**src/rtl/dcache_mem_stage_if.sv**
```systemverilog
// Pipeline (EX/MEM -> MEM/WB) and backing-memory signals of the MEM-stage data cache.
// The cache uses the slave modport; the pipeline/memory side uses the master modport.
interface dcache_mem_stage_if #(
  parameter int unsigned data_size = 32,
  parameter int unsigned addr_size = 16
);
  logic                 M_MemRead;
  logic                 M_MemWrite;
  logic [addr_size-1:0] M_Addr;
  logic [data_size-1:0] M_Write_Data;
  logic [data_size-1:0] M_DM_Read_Data;
  logic                 stall;
  logic                 mem_req;
  logic                 mem_we;
  logic [addr_size-1:0] mem_addr;
  logic [data_size-1:0] mem_wdata;
  logic [data_size-1:0] mem_rdata;
  logic                 mem_ready;

  modport slave (
    input  M_MemRead, M_MemWrite, M_Addr, M_Write_Data, mem_rdata, mem_ready,
    output M_DM_Read_Data, stall, mem_req, mem_we, mem_addr, mem_wdata
  );

  modport master (
    output M_MemRead, M_MemWrite, M_Addr, M_Write_Data, mem_rdata, mem_ready,
    input  M_DM_Read_Data, stall, mem_req, mem_we, mem_addr, mem_wdata
  );
endinterface

```
**src/rtl/dcache_mem_stage.sv**
```systemverilog
// Direct-mapped, write-through, no-write-allocate MEM-stage data cache controller.
// Define DCACHE_STATS_EN to add the hit_count / miss_count statistics outputs.
module dcache_mem_stage #(
  parameter int unsigned data_size  = 32,
  parameter int unsigned addr_size  = 16,
  parameter int unsigned index_bits = 4
) (
  input  logic                clk,
  input  logic                rst,
  dcache_mem_stage_if.slave   bus
`ifdef DCACHE_STATS_EN
  ,
  output logic [31:0]         hit_count,
  output logic [31:0]         miss_count
`endif
);

  localparam int unsigned LINES = 1 << index_bits;
  localparam int unsigned TAG_W = addr_size - index_bits - 2;

  typedef enum logic [1:0] {IDLE, RMISS, WMEM, WDONE} state_t;

  state_t                 r_state;
  state_t                 w_next;
  logic [LINES-1:0]       r_valid;
  logic [TAG_W-1:0]       r_tag  [LINES];
  logic [data_size-1:0]   r_data [LINES];
  logic                   r_mem_req;
  logic                   r_mem_we;
  logic [addr_size-1:0]   r_mem_addr;
  logic [data_size-1:0]   r_mem_wdata;

  logic [index_bits-1:0]  w_index;
  logic [TAG_W-1:0]       w_tag;
  logic                   w_hit;
  logic                   w_stall;
  logic [data_size-1:0]   w_rdata;
  logic                   w_fill;
  logic                   w_wupd;
  logic                   w_unused;

  assign w_index  = bus.M_Addr[index_bits+1:2];
  assign w_tag    = bus.M_Addr[addr_size-1:index_bits+2];
  assign w_hit    = r_valid[w_index] && (r_tag[w_index] == w_tag);
  assign w_unused = ^bus.M_Addr[1:0];

  // Next state, stall and load data; store wins when both requests are high.
  always_comb begin
    w_next  = r_state;
    w_stall = 1'b0;
    w_rdata = '0;
    w_fill  = 1'b0;
    w_wupd  = 1'b0;
    case (r_state)
      IDLE: begin
        if (bus.M_MemWrite) begin
          w_stall = 1'b1;
          w_next  = WMEM;
        end else if (bus.M_MemRead) begin
          if (w_hit) begin
            w_rdata = r_data[w_index];
          end else begin
            w_stall = 1'b1;
            w_next  = RMISS;
          end
        end
      end
      RMISS: begin
        w_stall = 1'b1;
        if (bus.mem_ready) begin
          w_fill = 1'b1;
          w_next = IDLE;
        end
      end
      WMEM: begin
        w_stall = 1'b1;
        if (bus.mem_ready) begin
          w_wupd = w_hit;
          w_next = WDONE;
        end
      end
      WDONE:   w_next = IDLE;
      default: w_next = IDLE;
    endcase
  end

  // State, valid bits and registered memory request.
  always_ff @(posedge clk) begin
    if (rst) begin
      r_state     <= IDLE;
      r_valid     <= '0;
      r_mem_req   <= 1'b0;
      r_mem_we    <= 1'b0;
      r_mem_addr  <= '0;
      r_mem_wdata <= '0;
    end else begin
      r_state   <= w_next;
      r_mem_req <= (w_next == RMISS) || (w_next == WMEM);
      r_mem_we  <= (w_next == WMEM);
      if (w_fill) r_valid[w_index] <= 1'b1;
      if ((r_state == IDLE) && (w_next != IDLE))
        r_mem_addr <= {bus.M_Addr[addr_size-1:2], 2'b00};
      if ((r_state == IDLE) && (w_next == WMEM))
        r_mem_wdata <= bus.M_Write_Data;
    end
  end

  // Tag/data arrays need no reset; valid bits guard them.
  always_ff @(posedge clk) begin
    if (!rst) begin
      if (w_fill) begin
        r_tag[w_index]  <= w_tag;
        r_data[w_index] <= bus.mem_rdata;
      end else if (w_wupd) begin
        r_data[w_index] <= bus.M_Write_Data;
      end
    end
  end

`ifdef DCACHE_STATS_EN
  always_ff @(posedge clk) begin
    if (rst) begin
      hit_count  <= '0;
      miss_count <= '0;
    end else begin
      if ((r_state == IDLE) && bus.M_MemRead && !bus.M_MemWrite && w_hit)
        hit_count <= hit_count + 32'd1;
      if ((r_state == IDLE) && (w_next == RMISS))
        miss_count <= miss_count + 32'd1;
    end
  end
`endif

  assign bus.stall          = w_stall;
  assign bus.M_DM_Read_Data = w_rdata;
  assign bus.mem_req        = r_mem_req;
  assign bus.mem_we         = r_mem_we;
  assign bus.mem_addr       = r_mem_addr;
  assign bus.mem_wdata      = r_mem_wdata;

endmodule

```
**src/flat_wrapper.sv**
```systemverilog
// flat-port wrapper written by rule: the top's interface ports become plain ports
module dcache_mem_stage_flat 
#(
  parameter int unsigned data_size  = 32,
  parameter int unsigned addr_size  = 16,
  parameter int unsigned index_bits = 4
)
  (clk, rst, bus_M_MemRead, bus_M_MemWrite, bus_M_Addr, bus_M_Write_Data, bus_mem_rdata, bus_mem_ready, bus_M_DM_Read_Data, bus_stall, bus_mem_req, bus_mem_we, bus_mem_addr, bus_mem_wdata);
  dcache_mem_stage_if #(.data_size(data_size), .addr_size(addr_size)) bus_i ();
  input  logic clk;
  input  logic rst;
  input wire logic [$bits(bus_i.M_MemRead)-1:0] bus_M_MemRead;
  input wire logic [$bits(bus_i.M_MemWrite)-1:0] bus_M_MemWrite;
  input wire logic [$bits(bus_i.M_Addr)-1:0] bus_M_Addr;
  input wire logic [$bits(bus_i.M_Write_Data)-1:0] bus_M_Write_Data;
  input wire logic [$bits(bus_i.mem_rdata)-1:0] bus_mem_rdata;
  input wire logic [$bits(bus_i.mem_ready)-1:0] bus_mem_ready;
  output wire logic [$bits(bus_i.M_DM_Read_Data)-1:0] bus_M_DM_Read_Data;
  output wire logic [$bits(bus_i.stall)-1:0] bus_stall;
  output wire logic [$bits(bus_i.mem_req)-1:0] bus_mem_req;
  output wire logic [$bits(bus_i.mem_we)-1:0] bus_mem_we;
  output wire logic [$bits(bus_i.mem_addr)-1:0] bus_mem_addr;
  output wire logic [$bits(bus_i.mem_wdata)-1:0] bus_mem_wdata;
  assign bus_i.M_MemRead = bus_M_MemRead;
  assign bus_i.M_MemWrite = bus_M_MemWrite;
  assign bus_i.M_Addr = bus_M_Addr;
  assign bus_i.M_Write_Data = bus_M_Write_Data;
  assign bus_i.mem_rdata = bus_mem_rdata;
  assign bus_i.mem_ready = bus_mem_ready;
  assign bus_M_DM_Read_Data = bus_i.M_DM_Read_Data;
  assign bus_stall = bus_i.stall;
  assign bus_mem_req = bus_i.mem_req;
  assign bus_mem_we = bus_i.mem_we;
  assign bus_mem_addr = bus_i.mem_addr;
  assign bus_mem_wdata = bus_i.mem_wdata;
  dcache_mem_stage #(.data_size(data_size), .addr_size(addr_size), .index_bits(index_bits)) u_core (.clk(clk), .rst(rst), .bus(bus_i));
endmodule
```
**config.mk**
```make
export PLATFORM = sky130hd
export DESIGN_NAME = dcache_mem_stage_flat
export DESIGN_NICKNAME = d
export VERILOG_FILES = /design/src/rtl/dcache_mem_stage_if.sv /design/src/rtl/dcache_mem_stage.sv /design/src/flat_wrapper.sv
export SDC_FILE = /design/constraint.sdc
export NUM_CORES = 1
export LEC_CHECK = 0
export BUFFER_PORTS_ARGS = -buffer_cell sky130_fd_sc_hd__buf_4
export CAP_MARGIN = 40
export CELL_PAD_IN_SITES_DETAIL_PLACEMENT = 0
export CELL_PAD_IN_SITES_GLOBAL_PLACEMENT = 1
export CORE_ASPECT_RATIO = 0.6
export CORE_MARGIN = 2
export CORE_UTILIZATION = 53
export CTS_CLUSTER_DIAMETER = 60
export CTS_CLUSTER_SIZE = 28
export DETAILED_ROUTE_END_ITERATION = 10
export PLACE_DENSITY = 0.81
export SLEW_MARGIN = 25
export SYNTH_ARGS = -nofsm -noshare
export SYNTH_HDL_FRONTEND = slang
export SYNTH_SLANG_ARGS = --single-unit
```
**constraint.sdc**
```tcl
create_clock -name clk -period 9.2 [get_ports clk]
set_input_delay 2.3 -clock clk [delete_from_list [all_inputs] [get_ports clk]]
set_output_delay 2.3 -clock clk [all_outputs]
set_load 0.005 [all_outputs]
```
==> flow_summary_export.csv <==
group,metric,value,unit
global_route,grt_antenna_before_repair,0,
worst_setup_path,crit_fanout,28,
finish,final_layout_size_suffix_gt1_frac,0.340,
detailed_routing,detail_route.wl_per_cell,26.6,um
worst_setup_path,required,6.90,ns
cts,htreeDepth,2,
sta,rsz0062_at_grt,"false",
detailed_routing,viasPerCell,6.09,
synth,synth_edf_count,672,
sta,hold_viol,0,
floorplanning,die-area,0.0568,mm^2
synth,netlist.area_leader.share,0.694,
global_route,grt_use_total,0.222,
finish,area_growth,12.1,%
cts,clock_latency,0.57,ns
place,gp_congestion,0.751,
place,place_area,0.0315,mm^2
worst_setup_path,arrival,5.92,ns
detailed_routing,drtIter0Drc,1619,
sta,slew_viol_final,0,
synth,yosysSeqAreaShare,0.739,
floorplanning,ios,168,
cts,cts.path.max_buffers,3,
synth,synthCells,1432,
sta,setup_tns,0,ns
detailed_routing,ant_nets,0,
global_route,grt_max_degree,61,
synth,synth_area_leaders,"edfxtp_1 69%, mux4_2 15%, dfxtp_1 4.5%, mux2_2 1.5%, nand2_1 1.3%",
finish,finalInstanceArea,0.0326,mm^2
finish,fin_nets,1689,
place,port_buffers,163,
outcome,status,"complete, no violations",
power,power-per-cell-area,187,mW/mm^2
cts,cts_sinks,738,
global_route,grt_pass1_vias,14200,
sta,timing.fmax,0.122,GHz
sta,relSlewSlack,0.453,
detailed_routing,drt_drc_violations_left,0,
finish,antennaDiodeCount,0,
synth,synth-main-ff-cell,"edfxtp_1",
power,p_leak,10.5,nW
cts,cts_hold_buf,0,
worst_setup_path,crit_path_end_kind,"primary output",
synth,synthDistinctLibCells,51,
sta,post-route-period-util,0.893,
cts,cts-buffers-inserted,34,
worst_setup_path,path_class,"in -> out",
floorplanning,die_x,306,um
floorplanning,core_region_area,0.0542,mm^2
place,dpl.hpwl,36100,um
synth,ys_async_sr_fraction,0,
job,cap_violations,0,
sta,setup_viol,0,
cts,cts_setup_buffers,0,
cts,cts_tree,"yes",
synth,ys_ff_latch,738,
detailed_routing,routed_wl,62000,um
floorplanning,die_y,185,um
detailed_routing,dr.pass1.iters,5,
synth,avgSynthCellArea,20.3,um^2
global_route,grt_pass1_wl,92400,um
synth,yosys_warnings,0,
finish,multi_input_area,0.00727,mm^2
global_route,overflow,0,
sta,finClkSkew,0.0221,ns
cts,clk_pin_slew,0.09,ns
cts,cts-root-buf,"clkbuf_16",
detailed_routing,vias,14200,
finish,regArea,0.0215,mm^2
synth,synth_top_area_cell,"edfxtp_1",
finish,fillCellCount,3833,
floorplanning,row_count,66,
sta,period_needed,8.22,ns
sta,worstMarginPinSlew,0.821,ns
power,irDropWorstVdd,129,uV
hold_path,hold_class,"reg -> reg",
worst_setup_path,startpoint_type,"input port",
floorplanning,initial_utilization,0.537,
cts,cts.repair.resized,0,
synth,syn_area,0.0291,mm^2
==> worst max-delay path: stages <==
cell and delay [ns]:
buf_4 0.47, buf_4 0.39, nand2_1 0.14, o22ai_1 0.27, nor3_1 0.08, nor4_1 0.65, o211ai_1 0.20, or4_4 0.80
buf_12 0.30, nor2b_1 0.15, buf_4 0.12
==> Yosys cell counts, types with 5 or more instances <==
library cell,n
a211oi_1,17
a21oi_1,47
buf_1,9
buf_2,24
clkbuf_1,46
dfxtp_1,66
edfxtp_1,672
ha_1,6
inv_1,20
mux2_2,39
mux2i_1,27
mux4_2,193
nand2_1,102
nand2b_1,9
nor2_1,24
nor2b_1,6
nor2b_2,10
nor2b_4,20
nor3_1,5
o22ai_1,26
xnor2_1,10
==> final timing paths <==
check | from | to | slack [ns] | cells after the start
worst max-delay path | bus_M_Addr[4] | bus_M_DM_Read_Data[0] | 0.98 | 11
worst min-delay path | u_core.bus.mem_wdata[29] | u_core.bus.mem_wdata[29] | 0.46 | 2
worst max register to register | u_core.r_tag[14][4] | u_core.r_data[7][7] | 5.15 | 10
worst min register to register | u_core.bus.mem_wdata[29] | u_core.bus.mem_wdata[29] | 0.46 | 2
==> per-layer routing <==
metal | track usage | share of wire
met2 | 0.359 | 0.48
met4 | 0.0380 | 0.014
met3 | 0.0310 | 0.073
met1 | 0.334 | 0.43
met5 | 0 | 0
==> layout by cell type, fill, tap and decap left out, drive strengths merged, types with 3 or more instances in the layout <==
| master | synthesis | final |
|---|---|---|
| a211oi | 17 | 17 |
| a21oi | 47 | 47 |
| a22o | 4 | 4 |
| and2 | 3 | 3 |
| buf | 43 | 218 |
| clkbuf | 46 | 46 |
| clkinv | 0 | 4 |
| dfxtp | 66 | 66 |
| edfxtp | 672 | 672 |
| ha | 6 | 6 |
| inv | 20 | 27 |
| mux2 | 43 | 43 |
| mux2i | 27 | 27 |
| mux4 | 193 | 193 |
| nand2 | 102 | 102 |
| nand2b | 9 | 9 |
| nor2 | 24 | 24 |
| nor2b | 36 | 36 |
| nor3 | 5 | 5 |
| o21ai | 5 | 5 |
| o22ai | 26 | 26 |
| or2 | 3 | 3 |
| xnor2 | 10 | 10 |
| xor2 | 3 | 3 |
==> cells by family after synthesis <==
kind of cell / share of synthesized area
buffers and inverters: 0.0180
AND/OR/NAND/NOR: 0.0365
flip-flops: 0.739
other: 0.000129
multiplexers: 0.175
XOR/XNOR: 0.00392
AO/OA/AOI/OAI: 0.0241
adder cells (fa/ha/maj): 0.00258
==> per-stage QoR <==
| stage | power, W | utilization | hold slack, ns | worst slack, ns | instances |
|---|---|---|---|---|---|
| after CTS | 0.00615 | 0.602 | 0.461 | 0.925 | 2335 |
| after global routing | 0.00631 | 0.602 | 0.485 | 0.702 | 2336 |
| after floorplan | 0.00414 | - | 0.449 | 2.00 | 1433 |
| after global placement | 0.00436 | 0.578 | 0.442 | 0.856 | 2265 |
| final | 0.00611 | 0.602 | 0.457 | 0.981 | 2336 |
| after detailed placement | 0.00439 | 0.582 | 0.448 | 0.935 | 2275 |
==> where the power goes <==
part           internal (W)  leakage (nW)  switching, W
Combinational      0.000260          3.37      0.000323
Clock              0.000781         0.519       0.00102
Sequential          0.00370          6.58     0.0000264
==> state kept, by name, indices dropped and copies added, names as in the netlist <==
signal                count
u_core.r_data           512
u_core.r_tag            160
u_core.bus.mem_wdata     32
u_core.r_valid           16
u_core.bus.mem_addr      14
u_core.r_state            2
u_core.bus.mem_req        1
u_core.bus.mem_we         1
==> final cells by class <==
class,instances,area share
Tap cell,714,0.0274
Timing Repair Buffer,218,0.0549
Sequential cell,738,0.659
Clock inverter,14,0.00522
Multi-Input combinational cell,586,0.223
Inverter,20,0.00230
Clock buffer,46,0.0278
Note: power is estimated with default switching activity, not from simulation.
